File: src/rtl/tff_ctrl_pkg.sv
// Shared types and defaults for the T-FF counter controller.
package tff_ctrl_pkg;

  localparam int unsigned DEFAULT_WIDTH = 4;

  typedef enum logic [1:0] {
    S_IDLE = 2'b00,
    S_RUN  = 2'b01,
    S_DONE = 2'b10
  } state_e;

endpackage

File: src/rtl/tff_bank.sv
// Bank of WIDTH toggle flip-flops: q_next = q ^ t, async active-low clear.
module tff_bank
  import tff_ctrl_pkg::*;
#(
  parameter int unsigned WIDTH = DEFAULT_WIDTH
) (
  input  logic             clk,
  input  logic             rst,
  input  logic [WIDTH-1:0] t,
  output logic [WIDTH-1:0] q
);

  logic [WIDTH-1:0] q_q;

  always_ff @(posedge clk or negedge rst) begin
    if (!rst) q_q <= '0;
    else      q_q <= q_q ^ t;
  end

  assign q = q_q;

endmodule

File: src/rtl/tff_counter_ctrl.sv
// Modulo-N up/down counter controller driving a T-FF bank through its T vector.
// Optional macro TCTRL_PRESCALE_EN: advance only once every PRESCALE RUN cycles.
module tff_counter_ctrl
  import tff_ctrl_pkg::*;
#(
  parameter int unsigned WIDTH    = DEFAULT_WIDTH,
  parameter int unsigned PRESCALE = 4
) (
  input  logic             clk,
  input  logic             rst,
  input  logic             start,
  input  logic             stop,
  input  logic             mode_up,
  input  logic             oneshot,
  input  logic [WIDTH-1:0] modulus,
  output logic [WIDTH-1:0] count,
  output logic             busy,
  output logic             tc,
  output logic             done
);

  localparam logic PRESCALE_LEGAL = (PRESCALE >= 1);

  state_e           state_q, state_d;
  logic [WIDTH-1:0] mod_q, mod_d;
  logic             up_q, up_d;
  logic             os_q, os_d;

  logic [WIDTH-1:0] q;
  logic [WIDTH-1:0] t;
  logic [WIDTH-1:0] t_inc, t_dec;
  logic             acc_and, acc_nor;
  logic [WIDTH-1:0] mod_m1;
  logic [WIDTH-1:0] term;
  logic             at_term;
  logic             adv;

  tff_bank #(.WIDTH(WIDTH)) u_bank (
    .clk (clk),
    .rst (rst),
    .t   (t),
    .q   (q)
  );

`ifdef TCTRL_PRESCALE_EN
  localparam int unsigned PW = $clog2(PRESCALE) + 1;
  localparam logic [PW-1:0] PRE_MAX = PW'(PRESCALE - 1);

  logic [PW-1:0] pre_q, pre_d;

  always_ff @(posedge clk or negedge rst) begin
    if (!rst) pre_q <= '0;
    else      pre_q <= pre_d;
  end

  assign adv = PRESCALE_LEGAL && (pre_q == PRE_MAX);
`else
  // An illegal PRESCALE freezes the count instead of running silently.
  assign adv = PRESCALE_LEGAL;
`endif

  always_ff @(posedge clk or negedge rst) begin
    if (!rst) begin
      state_q <= S_IDLE;
      mod_q   <= '0;
      up_q    <= 1'b0;
      os_q    <= 1'b0;
    end else begin
      state_q <= state_d;
      mod_q   <= mod_d;
      up_q    <= up_d;
      os_q    <= os_d;
    end
  end

  // Toggle masks for +1 (all lower bits set) and -1 (all lower bits clear).
  always_comb begin
    t_inc   = '0;
    t_dec   = '0;
    acc_and = 1'b1;
    acc_nor = 1'b1;
    for (int unsigned i = 0; i < WIDTH; i++) begin
      t_inc[i] = acc_and;
      t_dec[i] = acc_nor;
      acc_and  = acc_and & q[i];
      acc_nor  = acc_nor & ~q[i];
    end
  end

  assign mod_m1  = mod_q - WIDTH'(1);
  assign term    = up_q ? mod_m1 : '0;
  assign at_term = (q == term);

  assign count = q;
  assign busy  = (state_q == S_RUN);
  assign done  = (state_q == S_DONE);
  assign tc    = busy && at_term && adv;

  always_comb begin
    state_d = state_q;
    mod_d   = mod_q;
    up_d    = up_q;
    os_d    = os_q;
    t       = '0;
`ifdef TCTRL_PRESCALE_EN
    pre_d   = pre_q;
`endif
    case (state_q)
      S_IDLE: begin
        t = q;
`ifdef TCTRL_PRESCALE_EN
        pre_d = '0;
`endif
        if (start && !stop) begin
          mod_d   = modulus;
          up_d    = mode_up;
          os_d    = oneshot;
          state_d = S_RUN;
          if (!mode_up) t = q ^ (modulus - WIDTH'(1));
        end
      end
      S_RUN: begin
        if (stop) begin
          state_d = S_DONE;
        end else begin
`ifdef TCTRL_PRESCALE_EN
          pre_d = adv ? '0 : pre_q + PW'(1);
`endif
          if (adv) begin
            if (at_term) begin
              if (os_q) state_d = S_DONE;
              else      t = up_q ? q : (q ^ mod_m1);
            end else begin
              t = up_q ? t_inc : t_dec;
            end
          end
        end
      end
      S_DONE: begin
        // Count is visible unchanged during DONE; clearing on exit means IDLE always reads 0.
        t       = q;
        state_d = S_IDLE;
      end
      default: begin
        t       = q;
        state_d = S_IDLE;
      end
    endcase
  end

endmodule

File: config.mk
export PLATFORM = sky130hd
export DESIGN_NAME = tff_counter_ctrl
export DESIGN_NICKNAME = d
export VERILOG_FILES = /design/src/rtl/tff_ctrl_pkg.sv /design/src/rtl/tff_bank.sv /design/src/rtl/tff_counter_ctrl.sv
export SDC_FILE = /design/constraint.sdc
export NUM_CORES = 1
export LEC_CHECK = 0
export BUFFER_PORTS_ARGS = -buffer_cell sky130_fd_sc_hd__buf_2
export CORE_MARGIN = 1
export CORE_UTILIZATION = 49
export DETAILED_ROUTE_END_ITERATION = 7
export PLACE_DENSITY = 0.72
export SLEW_MARGIN = 20
export SYNTH_ARGS = -nofsm -noshare
export SYNTH_HDL_FRONTEND = slang
export SYNTH_SLANG_ARGS = --single-unit
File: constraint.sdc
create_clock -name clk -period 2.3 [get_ports clk]
set_clock_uncertainty 0.15 [all_clocks]
set_input_delay 0.575 -clock clk [delete_from_list [all_inputs] [get_ports clk]]
set_output_delay 0.575 -clock clk [all_outputs]
set_load 0.01 [all_outputs]
# After elaboration in Yosys (flattened, before gate mapping)
# Cells that the tools add are included.
# word_totals
ram_bits,0
n_memories,0
in_bits,10
mem_bits_ro,0
out_inout_bits,7
wordCells,43
latchBits,0
regBits,12
# classes
div,0
n_addsub,2
shift,0
multipliers,0
n_bitwise,10
n_reduce_logical,6
n_lt_le_gt_ge,0
muxes,14
n_eq_ne,6
# ops
operator,n
$mux 4,8
$xor 4x4->4,3
$mux 2,4
$pmux 4 s2,1
$sub 4x1->4 const B,2
$ne 3x2->1 const B,2
$and 1x1->1,4
$eq 4x4->1,1
$pmux 2 s2,1
$not 1->1,3
$reduce_and 3->1,1
$eq 2x1->1 const B,1
$eq 2x2->1 const B,1
$logic_and 1x1->1,2
$logic_not 2->1,1
$ne 2x2->1 const B,1
$reduce_and 2->1,1
$logic_not 1->1,1

# Logic depth before layout (Yosys ltp)
# depth
depth_word,8
ltp_mapped,9
mapped_depth_nobuf,8

# By module
# From an unflattened synthesis, not the netlist that was laid out.
# hier_totals
hier_cells,107
area_unflattened_um2,982.2
# modules_own_cells
mod,area_per_inst_um2,seq_area_each_um2,cells_each,instances
tff_counter_ctrl,847.1,200.2,99,1
tff_bank,135.1,100.1,8,1

# Worst setup path before layout
# OpenSTA, ideal clock, no wires.
# synth_timing
path_type,reg2reg
startpoint,register mod_q[0]
endpoint,register u_bank.q_q[1] (netlist: u_bank.q[1])
path_buffers,1
period_less_slack_ps,2328
setup_slack_ps,-28
required_time_ps,2046
t_arrival_ps,2074
path_stages_with_launch,10
setup_time_ps,104
cell_sequence,dfrtp_1 buf_6 inv_1 ha_1 xnor3_1 a41o_1 nand3_4 o21ai_2 or3_1 a221oi_1
# synth_between
elab_chain_len,8
elab_cells_between_ends,10
classes_between,1 x add/sub; 1 x eq/ne; 6 x mux; 2 x bitwise
# synth_lines
element,line,source
from (decl),tff_counter_ctrl.sv:25,"logic [WIDTH-1:0] mod_q, mod_d;"
from (signal assigned),tff_counter_ctrl.sv:70,mod_q <= mod_d;
$sub 4x1->4 *,tff_counter_ctrl.sv:90,assign mod_m1 = mod_q - WIDTH'(1);
$xor 4x4->4,tff_counter_ctrl.sv:132,else t = up_q ? q : (q ^ mod_m1);
$mux 4,tff_counter_ctrl.sv:132,
$mux 4,tff_counter_ctrl.sv:131,if (os_q) state_d = S_DONE;
$mux 4 *,tff_counter_ctrl.sv:130,if (at_term) begin
$mux 4 *,tff_counter_ctrl.sv:123,if (stop) begin
$pmux 4 s2 *,tff_counter_ctrl.sv:108,case (state_q)
$xor 4x4->4 *,tff_bank.sv:17,else q_q <= q_q ^ t;
to (signal assigned),tff_bank.sv:17,
to (decl),tff_bank.sv:13,logic [WIDTH-1:0] q_q;
# Mark *: on every way between the ends. The rest lies on a longest branch, timed or not.
# A chain may end at the register's enable or synchronous reset.

# Worst setup path after layout
# layout_timing
startpoint,register mod_q[0]
endpoint,output port tc
# layout_between
elab_chain_len,4
# layout_lines
element,line,source
$sub 4x1->4,tff_counter_ctrl.sv:90,
$mux 4,tff_counter_ctrl.sv:91,assign term = up_q ? mod_m1 : '0;
$eq 4x4->1,tff_counter_ctrl.sv:92,assign at_term = (q == term);
$logic_and 1x1->1,tff_counter_ctrl.sv:97,assign tc = busy && at_term && adv;
to (decl),tff_counter_ctrl.sv:18,"output logic tc,"
# Every way passes these cells.

==> impl_metrics.tcl <==
set metrics [dict create \
    overflow 0 \
    crit_required_ns 1.57 \
    final_common_cell "buf_2" \
    vdd_drop_max_mv 0.868 \
    placed_cells 152 \
    violations "negative setup slack" \
    cp.arrival_ns 1.77 \
    place.gp.congestion 0.939 \
    die_w_um 46.6 \
    cp-end-kind "output pin" \
    initial_core_util 0.541 \
    critPathKind "reg2out" \
    cp_max_fo 5 \
    grt_first_pass_wirelength_um 3970 \
    rows 15 \
    cts_tree "built" \
    synth_top_cell_by_area "dfrtp_1" \
    max_freq_mhz 401 \
    postRouteAntennaNets 0 \
    status "complete, but fails checks" \
    core_area_um2 1800 \
    synthArstFlopShare 1.00 \
    grt_max_degree 13 \
    finalWorstSetupSlack_ns -0.192 \
    dieArea_um2 2170 \
    finalSetupViolations 2 \
    leakagePower_nw 0.562 \
    nets 150 \
    post-dp-hpwl_um 1780 \
    slew_viol_final 0 \
    synth_edf_count 0 \
    cpPeakStageDelay_ns 0.40 \
    drv_cap 0 \
    cts_buffers 3 \
    postSynthNetCount 121 \
    grt_pass1_vias 871 \
    slowest_stage "dfrtp_1" \
    gr-usage-all-layers 0.262 \
    synth_area_um2 975 \
    drc 0 \
    drtIter0Drc 17 \
    rsz0062_at_grt "true" \
    clock_sinks 12 \
    wl_per_cell_um 15.5 \
    cp_top_family "compound AO/OA/AOI/OAI gates" \
    synth.avg_cell_area_um2 8.94 \
    area_delta_synth_final_pct 27.3 \
    drive_above_1_share 0.397 \
    yosysTopAreaCellShare 0.308 \
    synthTopCellsByArea "dfrtp_1, or3_1, xnor2_1" \
    firstDrtPassIters 4 \
    htree_levels 1 \
    final_cell_mix "buf_2, buf_4, dfrtp_1" \
    synth_flop_cell "dfrtp_1" \
    pin_count 17 \
    ys_warn_count 0 \
    worst_slew_pin_slew_ns 0.336 \
    via_per_inst 5.85 \
    synth_seq_cells 12 \
    report.final.hold_viol_count 0 \
    max-slew-margin-rel 0.776 \
    fin_util 0.689 \
    clockRootBuffer "clkbuf_4" \
    placed_cell_area_um2 1100 \
    antenna_found_initial 0 \
    clk_pin_slew_ns 0.08 \
    antenna_cells 0 \
    clk-insertion-delay-late_ns 0.27 \
    crit_path_start_kind "flip-flop" \
    fin_crit_sh 1.08 \
    path_cells "buf_6, o31a_1, o211ai_1, nand3_4, nor2_2, buf_2" \
    power_density_nw_per_um2 1470 \
    cts_max_path_buffers 2 \
    syn_inst 109 \
    final_cell_area_um2 1240 \
    io_buffer_count 16 \
    worstHoldPathType "in2async" \
    yosysUniqueCellTypes 42 \
    via_count 942 \
    cp_num_buf_inv 2 \
    period_minus_slack_ns 2.49 \
    hold_slack_ns 0.0275 \
    routed_wirelength_um 2500 \
    instances_no_fill 161 \
    yosysSeqAreaShare 0.308 \
    fp.dieH_um 46.6 \
]
## state kept, by name, summed over array words and instances, names as in the netlist
signal	cells
up_q	1
u_bank.q	4
os_q	1
mod_q	4
state_q	2
## layout make-up
type	count	area, um^2
clock buffer	3	22.5
fill	139	561
inverter	10	37.5
multi-input combinational	81	654
sequential	12	303
tap	25	31.3
timing repair buffer	30	193
## logic make-up after synthesis
family	count (synthesis)	share of synthesized area
multiplexers	5	0.0552
flip-flops	12	0.308
AND/OR/NAND/NOR	38	0.229
buffers and inverters	16	0.0860
XOR/XNOR	8	0.0860
AO/OA/AOI/OAI	28	0.211
adder cells (fa/ha/maj)	2	0.0257
## where the power goes
part / internal (mW) / total [mW] / switching [mW]
sequential: 0.303 / 0.467 / 0.164
combinational: 0.622 / 1.23 / 0.608
clock: 0.0604 / 0.131 / 0.0701
## worst register-to-register path: stages, from the launching register on
cell and delay [ns]:
dfrtp_1 0.40, buf_6 0.14, buf_4 0.14, nor4_4 0.30, o211ai_1 0.18, nand3_4 0.14, buf_4 0.15, o21ai_4 0.07
or3_1 0.36, a221oi_2 0.22
## routing by layer
metal	track usage	routed length, um
met1	0.366	1140
met2	0.425	1250
met3	0.0353	91
met4	0.0529	13
met5	0	0
## timing repair
action,in CTS,in global routing
hold buffers,0,0
buffers inserted,3,5
setup endpoints to repair,2,4
resized for setup,5,12
pin swaps,5,9
## synthesized netlist by cell type, drive strengths merged (2+ instances only)
master and number:
a211oi 2, a21oi 7, a41o 2, buf 5
dfrtp 12, ha 2, inv 10, mux2 3
mux2i 2, nand2 3, nand2b 4, nand3 6
nor2 7, nor2b 2, nor3 4, nor4 2
o211ai 2, o21ai 7, or3 6, xnor2 4
xor2 3
## per-stage QoR
step	setup slack, ns	power (mW)	TNS [ns]
final	-0.192	1.83	-0.220
after floorplan	0.00638	1.18	0
after CTS	-0.186	1.66	-0.186
after global routing	-0.271	1.95	-0.590
after global placement	0.0504	1.40	0
after detailed placement	0.00579	1.42	0
## path summary, 6_finish.rpt
path	start	end	slack (ns)	depth (start not counted)
setup / recovery	mod_q[0]	tc	-0.19	6
hold / removal	rst	mod_q[1]	0.03	1
setup reg to reg	mod_q[0]	u_bank.q[1]	-0.03	9
hold reg to reg	state_q[1]	u_bank.q[1]	0.45	1
max in group asynchronous	rst	u_bank.q[2]	1.73	1
min in group clk	mode_up	up_q	0.39	3
Note: power is estimated with default switching activity, not from simulation.
